<file path="src/rtl/rc_add_sub_seq.sv">
// Multi-cycle ripple-carry adder/subtractor: WIDTH-bit operation processed SLICE bits per clock,
// LSB slice first, with a registered inter-slice carry and a START/BUSY/DONE handshake.
module rc_add_sub_seq #(
    parameter int unsigned WIDTH = 64,
    parameter int unsigned SLICE = 8
) (
    input  logic             CLK,
    input  logic             RST,
    input  logic             START,
    input  logic             SnA,
    input  logic [WIDTH-1:0] A,
    input  logic [WIDTH-1:0] B,
    output logic [WIDTH-1:0] Y,
    output logic             CO,
    output logic             OV,
    output logic             ZERO,
    output logic             BUSY,
    output logic             DONE
);

    localparam int unsigned NSLICE = WIDTH / SLICE;
    localparam int unsigned CW     = (NSLICE > 1) ? $clog2(NSLICE) : 1;

    typedef enum logic [1:0] {StIdle, StRun, StDone} state_t;

    state_t           state_q, state_d;
    logic [WIDTH-1:0] a_q, a_d;
    logic [WIDTH-1:0] bx_q, bx_d;
    logic [WIDTH-1:0] shadow_q, shadow_d;
    logic [WIDTH-1:0] y_q, y_d;
    logic             carry_q, carry_d;
    logic [CW-1:0]    cnt_q, cnt_d;
    logic             co_q, co_d;
    logic             ov_q, ov_d;
    logic             zero_q, zero_d;

    logic [31:0]      base;
    logic [SLICE-1:0] a_sl;
    logic [SLICE-1:0] b_sl;
    logic [SLICE:0]   sum;
    logic             carry_into_msb;
    logic             last;

    assign base = 32'(cnt_q) * SLICE;
    assign a_sl = a_q[base +: SLICE];
    assign b_sl = bx_q[base +: SLICE];
    assign sum  = {1'b0, a_sl} + {1'b0, b_sl} + (SLICE + 1)'(carry_q);
    assign last = (cnt_q == CW'(NSLICE - 1));

    // Carry into the top bit of the slice recovered from the sum bit; only meaningful on the
    // last slice, where that bit is the MSB of the whole word.
    assign carry_into_msb = sum[SLICE-1] ^ a_sl[SLICE-1] ^ b_sl[SLICE-1];

    always_comb begin
        state_d  = state_q;
        a_d      = a_q;
        bx_d     = bx_q;
        shadow_d = shadow_q;
        carry_d  = carry_q;
        cnt_d    = cnt_q;
        y_d      = y_q;
        co_d     = co_q;
        ov_d     = ov_q;
        zero_d   = zero_q;

        unique case (state_q)
            StIdle, StDone: begin
                if (START) begin
                    a_d      = A;
                    bx_d     = B ^ {WIDTH{SnA}};
                    carry_d  = SnA;
                    cnt_d    = '0;
                    shadow_d = '0;
                    state_d  = StRun;
                end else begin
                    state_d  = StIdle;
                end
            end
            StRun: begin
                shadow_d[base +: SLICE] = sum[SLICE-1:0];
                carry_d                 = sum[SLICE];
                cnt_d                   = cnt_q + CW'(1);
                if (last) begin
                    y_d     = shadow_d;
                    co_d    = sum[SLICE];
                    ov_d    = carry_into_msb ^ sum[SLICE];
                    zero_d  = (shadow_d == '0);
                    cnt_d   = '0;
                    state_d = StDone;
                end
            end
            default: state_d = StIdle;
        endcase
    end

    always_ff @(posedge CLK) begin
        if (!RST) begin
            state_q  <= StIdle;
            a_q      <= '0;
            bx_q     <= '0;
            shadow_q <= '0;
            carry_q  <= 1'b0;
            cnt_q    <= '0;
            y_q      <= '0;
            co_q     <= 1'b0;
            ov_q     <= 1'b0;
            zero_q   <= 1'b1;
        end else begin
            state_q  <= state_d;
            a_q      <= a_d;
            bx_q     <= bx_d;
            shadow_q <= shadow_d;
            carry_q  <= carry_d;
            cnt_q    <= cnt_d;
            y_q      <= y_d;
            co_q     <= co_d;
            ov_q     <= ov_d;
            zero_q   <= zero_d;
        end
    end

    assign Y    = y_q;
    assign CO   = co_q;
    assign OV   = ov_q;
    assign ZERO = zero_q;
    assign BUSY = (state_q == StRun);
    assign DONE = (state_q == StDone);

endmodule

</file>
<file path="config.mk">
export PLATFORM = sky130hd
export DESIGN_NAME = rc_add_sub_seq
export DESIGN_NICKNAME = d
export VERILOG_FILES = /design/src/rtl/rc_add_sub_seq.sv
export SDC_FILE = /design/constraint.sdc
export NUM_CORES = 1
export LEC_CHECK = 0
export BUFFER_PORTS_ARGS = -buffer_cell sky130_fd_sc_hd__buf_2
export CAP_MARGIN = 20
export CORE_ASPECT_RATIO = 1.25
export CORE_MARGIN = 5
export CORE_UTILIZATION = 51
export DETAILED_ROUTE_END_ITERATION = 8
export GPL_TIMING_DRIVEN = 1
export PLACE_DENSITY = 0.85
export SLEW_MARGIN = 20
export SYNTH_ARGS = -nofsm -noshare
export SYNTH_HDL_FRONTEND = slang
export SYNTH_SLANG_ARGS = --single-unit
</file>
<file path="constraint.sdc">
create_clock -name CLK -period 5.5 [get_ports CLK]
set_clock_uncertainty 0.2 [all_clocks]
set_input_delay 1.1 -clock CLK [delete_from_list [all_inputs] [get_ports CLK]]
set_output_delay 1.1 -clock CLK [all_outputs]
set_load 0.01 [all_outputs]
</file>
==> metrics <==
hpwl dp=26.1 mm; most frequent cells in the layout=263 x dfxtp_1, 255 x nand2_1, 237 x nor2_1, 199 x buf_2, 105 x a21oi_1; Critical Path Source=cnt_q[0]$_SDFFE_PN0P_; final hold violations=0; vias in the first global route=10.9k; worst reg2reg startpoint=cnt_q[0]$_SDFFE_PN0P_; CTS clk-pin slew, worst paths=70 ps; DRT iter0 DRCs=1116; top cell type's share of synthesized area=43.3%; WL/cell=18.9 µm; DRT Pass-1 Iters=8; RSZ-0062 raised after global routing=no; Ports=201; reg2reg end=ZERO$_SDFFE_PN1P_; Hold Buf Count CTS=0; Min Clock Period, post-route=4860 ps; clock latency on the worst-skew pair=520 ps; Final Setup Violations=0; CORE AREA=0.0237 mm²; Worst Path Max Fanout=28; main combinational cell family by area after synthesis=simple AND/OR/NAND/NOR gates; CP Launch Type=flop; TritonCTS clock tree=built; Final period util=88.4%; clock sinks=265; worst vdd ir=0.230 mV; Design Power=4.67 mW; Top FF cell, synth=dfxtp_1; Pwr Density=325 mW/mm²; Netlist cell types=64; Synth Cell Area=0.0122 mm²; filler cell count=2026; Crit path arrival time=5140 ps; initial antenna violation count=0; FF-to-FF setup slack=640 ps; Synth Area in Compound Gates=18.6%; Avg Inst Size Synth=8.41 µm²; Net Count, Synth=1602; Post-CTS Setup Inserts=0; Worst Setup EP=ZERO$_SDFFE_PN1P_; combinational share of power=14.5%; Nets=1732; Peak Freq=206 MHz; layout cell share with drive strength beyond 1=19.4%; critical setup path kind=reg -> reg; Die W=149 µm; max-slew violation count=0; Simple-Gate Fraction of Synth Area=19.5%; Critical Path Sink Type=flop; Slew Limit Headroom=31.0%; GRT overflow=0; Sequential Power Share=43.9%; Post-Route WL=36.5 mm; R2R cell count=13; GRT Total Usage=25.6%; Worst Hold Slack=252 ps; Worst Slack Setup Final=636 ps; Seq cells post-synth=265; DRC=0; cell row count=63; RePlAce Congestion=0.981; critical path required time=5770 ps; dpl cell area=0.0134 mm²; Synth warnings=0; die outline height=183 µm; multiplexer share of the synthesized area=7.29%; root buf cell=clkbuf_16; Resize count post-CTS=0; CTS Buf Count=25; post-route cell area=0.0143 mm²; outcome=complete, no violations; vias per cell=5.84; Place WS=413 ps; # port buffers=200; Starting Density=51.6%; Layout area overhead=17.1%; clock share of power=41.6%; min-delay worst type=reg -> reg; adder-cell share of the synthesized area=1.45%; cell taking the most area after synthesis=dfxtp_1; CTS Buffer Depth=3; Worst-Margin Slew=1030 ps; ys async rst share=0%; Die ar.=0.0272 mm²; switching pwr=1.22 mW; H-tree levels=1; first-pass GRT wire length=56.6 mm; most common cell after layout, fill and taps aside=dfxtp_1; setup tns final=0 ps; xor-xnor portion of the synthesized cell area=5.48%; P_int=3.45 mW; Switching Share=26.1%; post-route antenna net violation count=0; largest net degree at the start of global routing=194; vias=11.3k; Seq/Total Area, Yosys=43.3%; dominant cells by area after synthesis=dfxtp_1 43%, nand2_1 7.8%, nor2_1 7.3%; # Max-Cap Violations=0; synthesized netlist cell count=1457; # diodes=0; Post-synth EDFFs=0; Leakage=5.50 nW
state kept, by name, indices dropped and copies added (netlist names):
register / flops
CO: 1
state_q: 2
ZERO: 1
cnt_q: 3
OV: 1
Y: 64
bx_q: 64
a_q: 64
shadow_q: 64
carry_q: 1
synth_stat cells, types with 4 or more instances:
| cell type | n |
|---|---|
| a211oi_1 | 86 |
| a21oi_1 | 105 |
| a22oi_1 | 48 |
| a311oi_1 | 22 |
| a31oi_1 | 4 |
| a32oi_1 | 8 |
| and2_1 | 6 |
| buf_1 | 17 |
| buf_2 | 5 |
| clkbuf_1 | 100 |
| dfxtp_1 | 265 |
| ha_1 | 11 |
| inv_1 | 13 |
| mux2i_1 | 15 |
| mux4_2 | 32 |
| nand2_1 | 255 |
| nand2b_1 | 7 |
| nand3_1 | 6 |
| nor2_1 | 237 |
| nor2b_1 | 5 |
| nor3_1 | 28 |
| nor3b_1 | 4 |
| nor4_1 | 7 |
| o211ai_1 | 13 |
| o21ai_0 | 25 |
| xnor2_1 | 71 |
power by group through the flow:
stage          clock network [mW]  logic [mW]  registers, mW
6_report                     1.94       0.675           2.05
5_1_grt                      2.03       0.726           2.06
4_1_cts                      1.95       0.663           2.05
3_5_place_dp                    0       0.658           2.09
3_3_place_gp                    0       0.645           2.09
2_1_floorplan                   0       0.463           2.06
final cells by class:
cell class                 count  area [µm²]  area share [%]
timing repair buffer         227        1230            8.58
tap                          325         407            2.83
inverter                      15        61.3           0.427
multi-input combinational   1053        6410            44.7
sequential                   265        5310            37.0
clock inverter                 9         200            1.40
clock buffer                  36         727            5.07
through the flow:
stage,std cells,util [%]
finish,1930,60.5
global route,1930,60.5
CTS,1930,60.5
detailed placement,1885,56.6
global placement,1885,56.6
floorplan,1457,-
critical path, stage by stage (launching register included):
cell and delay [ps]:
dfxtp_4 620, buf_4 430, mux4_2 540, nand2_1 90
nand2_1 80, ha_1 410, nand2b_1 130, a211oi_1 380
o22ai_1 210, xnor2_1 670, o21ai_0 180, or4bb_1 490
nor4_1 190, a221o_1 170
metal layers:
metal / global-route usage, % / wire [µm]
met5: 0 / 0
met4: 12.6 / 1960
met3: 4.03 / 2500
met2: 44.8 / 18100
met1: 30.5 / 13900
worst min path at each step:
stage / start / to / slack (ps) / depth (start not counted)
finish: Y[62]$_SDFFE_PN0P_ / Y[62]$_SDFFE_PN0P_ / 250 / 2
CTS: Y[22]$_SDFFE_PN0P_ / Y[22]$_SDFFE_PN0P_ / 250 / 2
detailed placement: Y[22]$_SDFFE_PN0P_ / Y[22]$_SDFFE_PN0P_ / 240 / 2
floorplan: a_q[11]$_SDFFE_PN0P_ / a_q[11]$_SDFFE_PN0P_ / 230 / 2
global placement: Y[46]$_SDFFE_PN0P_ / Y[46]$_SDFFE_PN0P_ / 240 / 2
global route: a_q[24]$_SDFFE_PN0P_ / a_q[24]$_SDFFE_PN0P_ / 270 / 2
logic make-up after synthesis:
| family | Yosys count |
|---|---|
| adder cells (fa/ha/maj) | 13 |
| multiplexers | 49 |
| buffers and inverters | 139 |
| AO/OA/AOI/OAI | 339 |
| flip-flops | 265 |
| AND/OR/NAND/NOR | 577 |
| XOR/XNOR | 75 |
(Power assumes the default switching activity.)
